--- config.mk ---
export PLATFORM = sky130hd
export DESIGN_NAME = bcd_8421_to_bin
export DESIGN_NICKNAME = d
export VERILOG_FILES = /design/src/rtl/bcd_8421_to_bin.sv
export SDC_FILE = /design/constraint.sdc
export NUM_CORES = 1
export LEC_CHECK = 0
export BUFFER_PORTS_ARGS = -buffer_cell sky130_fd_sc_hd__buf_4
export CAP_MARGIN = 20
export CORE_MARGIN = 3
export CORE_UTILIZATION = 60
export CTS_BUF_LIST = sky130_fd_sc_hd__clkbuf_8
export CTS_CLUSTER_SIZE = 10
export DETAILED_ROUTE_END_ITERATION = 10
export GPL_TIMING_DRIVEN = 0
export HOLD_SLACK_MARGIN = 0.06
export PLACE_DENSITY = 0.91
export REMOVE_ABC_BUFFERS = 1
export SYNTH_ARGS = -nofsm -noshare
export SYNTH_HDL_FRONTEND = slang
export SYNTH_SLANG_ARGS = --single-unit
--- constraint.sdc ---
create_clock -name sys_clk -period 3.7 [get_ports sys_clk]
set_input_delay 0.74 -clock sys_clk [delete_from_list [all_inputs] [get_ports sys_clk]]
set_output_delay 0.74 -clock sys_clk [all_outputs]
set_load 0.03 [all_outputs]
--- src/rtl/bcd_8421_to_bin.sv ---
// Iterative packed 8421-BCD to binary converter: acc = acc*10 + digit, MS digit first, one digit per clock.
// Optional feature macro BCD_DIGIT_CHECK_EN: flag digits > 9 through err and force data_out to 0.
module bcd_8421_to_bin #(
    parameter int DIG_NUM = 6,
    parameter int DATA_W  = 20
) (
    input  logic                   sys_clk,
    input  logic                   sys_rst,
    input  logic [4*DIG_NUM-1:0]   bcd_in,
    input  logic                   in_valid,
    output logic                   in_ready,
    output logic [DATA_W-1:0]      data_out,
    output logic                   out_valid,
    output logic                   err
);

    typedef enum logic {IDLE, CONV} state_t;

    localparam int CNT_W = (DIG_NUM > 1) ? $clog2(DIG_NUM) : 1;
    localparam logic [CNT_W-1:0] LAST_CNT = CNT_W'(DIG_NUM - 1);

    state_t               state;
    logic [4*DIG_NUM-1:0] shift_reg;
    logic [DATA_W-1:0]    acc;
    logic [DATA_W-1:0]    acc_next;
    logic [CNT_W-1:0]     cnt;
    logic [3:0]           top_digit;

    assign top_digit = shift_reg[4*DIG_NUM-1 -: 4];

    // The x10 product is reduced mod 2^DATA_W, which matches computing it wider
    // and then keeping only the low DATA_W bits.
    assign acc_next = (acc << 3) + (acc << 1) + DATA_W'(top_digit);

`ifdef BCD_DIGIT_CHECK_EN
    logic err_sticky;
    logic bad_digit;

    always_comb begin
        bad_digit = 1'b0;
        for (int i = 0; i < DIG_NUM; i++) begin
            if (bcd_in[4*i +: 4] > 4'd9) begin
                bad_digit = 1'b1;
            end
        end
    end
`else
    assign err = 1'b0;
`endif

    always_ff @(posedge sys_clk or posedge sys_rst) begin
        if (sys_rst) begin
            state     <= IDLE;
            in_ready  <= 1'b1;
            data_out  <= '0;
            out_valid <= 1'b0;
            shift_reg <= '0;
            acc       <= '0;
            cnt       <= '0;
`ifdef BCD_DIGIT_CHECK_EN
            err        <= 1'b0;
            err_sticky <= 1'b0;
`endif
        end else begin
            out_valid <= 1'b0;
            case (state)
                IDLE: begin
                    if (in_valid) begin
                        shift_reg <= bcd_in;
                        acc       <= '0;
                        cnt       <= '0;
                        in_ready  <= 1'b0;
                        state     <= CONV;
`ifdef BCD_DIGIT_CHECK_EN
                        err_sticky <= bad_digit;
                        err        <= 1'b0;
`endif
                    end
                end
                CONV: begin
                    acc       <= acc_next;
                    shift_reg <= shift_reg << 4;
                    cnt       <= cnt + 1'b1;
                    // Last digit: publish the result and become ready in the same cycle
                    if (cnt == LAST_CNT) begin
`ifdef BCD_DIGIT_CHECK_EN
                        data_out <= err_sticky ? '0 : acc_next;
                        err      <= err_sticky;
`else
                        data_out <= acc_next;
`endif
                        out_valid <= 1'b1;
                        in_ready  <= 1'b1;
                        cnt       <= '0;
                        state     <= IDLE;
                    end
                end
                default: state <= IDLE;
            endcase
        end
    end

endmodule

==> results.yml <==
sta:
  max_slew_margin_pct: 42.9
  rsz0062_at_grt: "no"
  tightestPinTransition_ns: 0.856
  period_share_pct: 78.7
  slew_violations: 0
  setup_viol: 0
  fmax_mhz: 343
  fin_worst_skew_ns: 0.00955
  post-route-min-period_ns: 2.91
  final_hold_viol_count: 0
  tns_ns: 0
cts:
  cts_setup_buffers: 0
  htreeDepth: 3
  clkTransAtPathRegs_ns: 0.08
  cts_tree: "built"
  cts-root-buf: "clkbuf_8"
  clock_sinks: 69
  clock_latency_ns: 0.35
  cts_resized: 0
  numCtsBuffers: 9
  ctsHoldBuffers: 0
  cts_buffer_depth: 2
synth:
  async_reset_ff_share_pct: 100
  synth.distinct_cells: 50
  yosysWarnings: 0
  synth_most_common_cell: "nand2_1"
  synth.top_cell.area_share_pct: 42.1
  ys.flop_type: "dfrtp_1"
  synthTopCellsByCount: "84 x nand2_1, 68 x dfrtp_1, 38 x o21ai_0, 34 x ha_1, 26 x mux2i_1"
  synth_edf_count: 0
  synthCells: 417
  seq_area_frac_synth_pct: 42.8
  syn_area_per_cell_sq_um: 9.68
  yosys-top-cells-area: "dfrtp_1 42%, ha_1 11%, nand2_1 7.8%, mux2i_1 6.4%, o21ai_0 4.7%"
  post-synth-top-area-cell: "dfrtp_1"
  mappedNetlistArea_sq_um: 4040
  synth_seq_cells: 69
placed_design:
  place.gp.congestion: 0.980
  portBuffers: 48
  placed_cell_area_sq_um: 4360
  place_hpwl_mm: 5.99
detailed_routing:
  firstDrtPassIters: 7
  wire_per_inst_microns: 16.8
  drt_iter0_drc: 443
  routed-via-count: 3350
  routed_wirelength_mm: 8.96
  drc: 0
  post_drt_via_cell_ratio: 6.26
  antenna_left: 0
global_route:
  grt_max_degree: 70
  grt_util_all_layers_pct: 25.1
  grt_pass1_vias: 3333
  grt_pass1_wl_mm: 15.3
  overflow: 0
  antenna_found_initial: 0
die:
  ioPinCount: 50
  die_x_microns: 88.0
  start_util_pct: 62.9
  die_area_sq_um: 7750
  die_h_microns: 88.0
  fp-row-count: 29
  core-area_sq_um: 6420
setup_path:
  r2r-start: "shift_reg[23]"
  cp.arrival_ns: 3.14
  crit_required_ns: 3.93
  rr_worst_depth: 10
  critPathMaxFanout: 3
  r2r_slack_ns: 0.79
  cp-start-kind: "register"
  end_kind: "register"
  rr_endpoint: "data_out[14]"
  criticalPathCategory: "reg -> reg"
status:
  status: "completed"
layout:
  diodes: 0
  syn_to_final_growth_pct: 13.6
  drive_gt1_share_pct: 17.9
  nets: 516
  largest_reg_flops: 24
  fin_util_pct: 71.4
  final_cell_area_sq_um: 4590
run:
  drv_cap: 0
hold_path:
  hold_start: "data_out[10]"
  holdPathStages: 2
  min_path_type: "reg -> reg"
  whs_endpoint: "data_out[10]"
## cell families after synthesis
family | Yosys count | synth area share (%)
other cells | 1 | 0.0929
xor+xnor | 16 | 3.47
compound gates | 100 | 15.4
simple gates | 126 | 13.6
buf+inv | 37 | 4.99
mux | 32 | 8.12
fa+ha+maj | 36 | 11.5
flops | 69 | 42.8
## metrics by stage
stage	worst slack, ns	instances	hold slack, ns
final	0.788	535	0.480
after global routing	0.660	535	0.512
after CTS	0.283	534	0.487
after detailed placement	0.307	518	0.466
after global placement	-0.913	517	0.459
after floorplan	0.445	392	0.449
## per-layer routing
layer	vias up	global-route usage [%]	part of all wire [%]
met1	1606	32.3	41
met5	-	0	0
met4	0	11.4	3.3
met2	161	40.2	48
li1	1543	-	-
met3	40	5.93	7.7
## final cells by class
cell class,instances,area (sq um)
fill,429,1840
clock inverter,5,58.8
sequential,69,1730
tap,77,96.3
inverter,12,47.5
clock buffer,11,151
multi-input combinational,311,2110
timing repair buffer,50,395
## worst max-delay path, stage by stage (launching register included)
cell,delay (ns)
dfrtp_1,0.35
inv_1,0.06
fa_1,0.53
inv_1,0.07
fa_1,0.47
a21oi_1,0.29
o211ai_1,0.18
a21boi_1,0.25
o21bai_1,0.13
xor2_1,0.17
mux2_2,0.27
## placed cells by master, fill, tap and decap left out, types with 8 or more instances in the layout
cell	Yosys	routed
xor2_1	8	8
clkbuf_8	0	11
ha_1	34	34
nor2_1	13	13
buf_4	2	48
inv_1	12	11
nand2_1	84	84
mux2i_1	26	26
xnor2_1	8	8
and3_1	8	8
a21oi_1	21	21
dfrtp_1	68	67
o21ai_0	38	38
## worst max path at each step
| stage | from | endpoint | slack [ns] | cells after the start |
|---|---|---|---|---|
| floorplan | state | data_out[17] | 0.44 | 5 |
| global placement | state | data_out[17] | -0.91 | 5 |
| detailed placement | state | data_out[17] | 0.31 | 6 |
| CTS | state | data_out[17] | 0.28 | 6 |
| global route | shift_reg[23] | data_out[14] | 0.66 | 10 |
| finish | shift_reg[23] | data_out[14] | 0.79 | 10 |
Power is not shown: default switching activity piles up to over one toggle a cycle in this logic, so the estimate is an artifact.
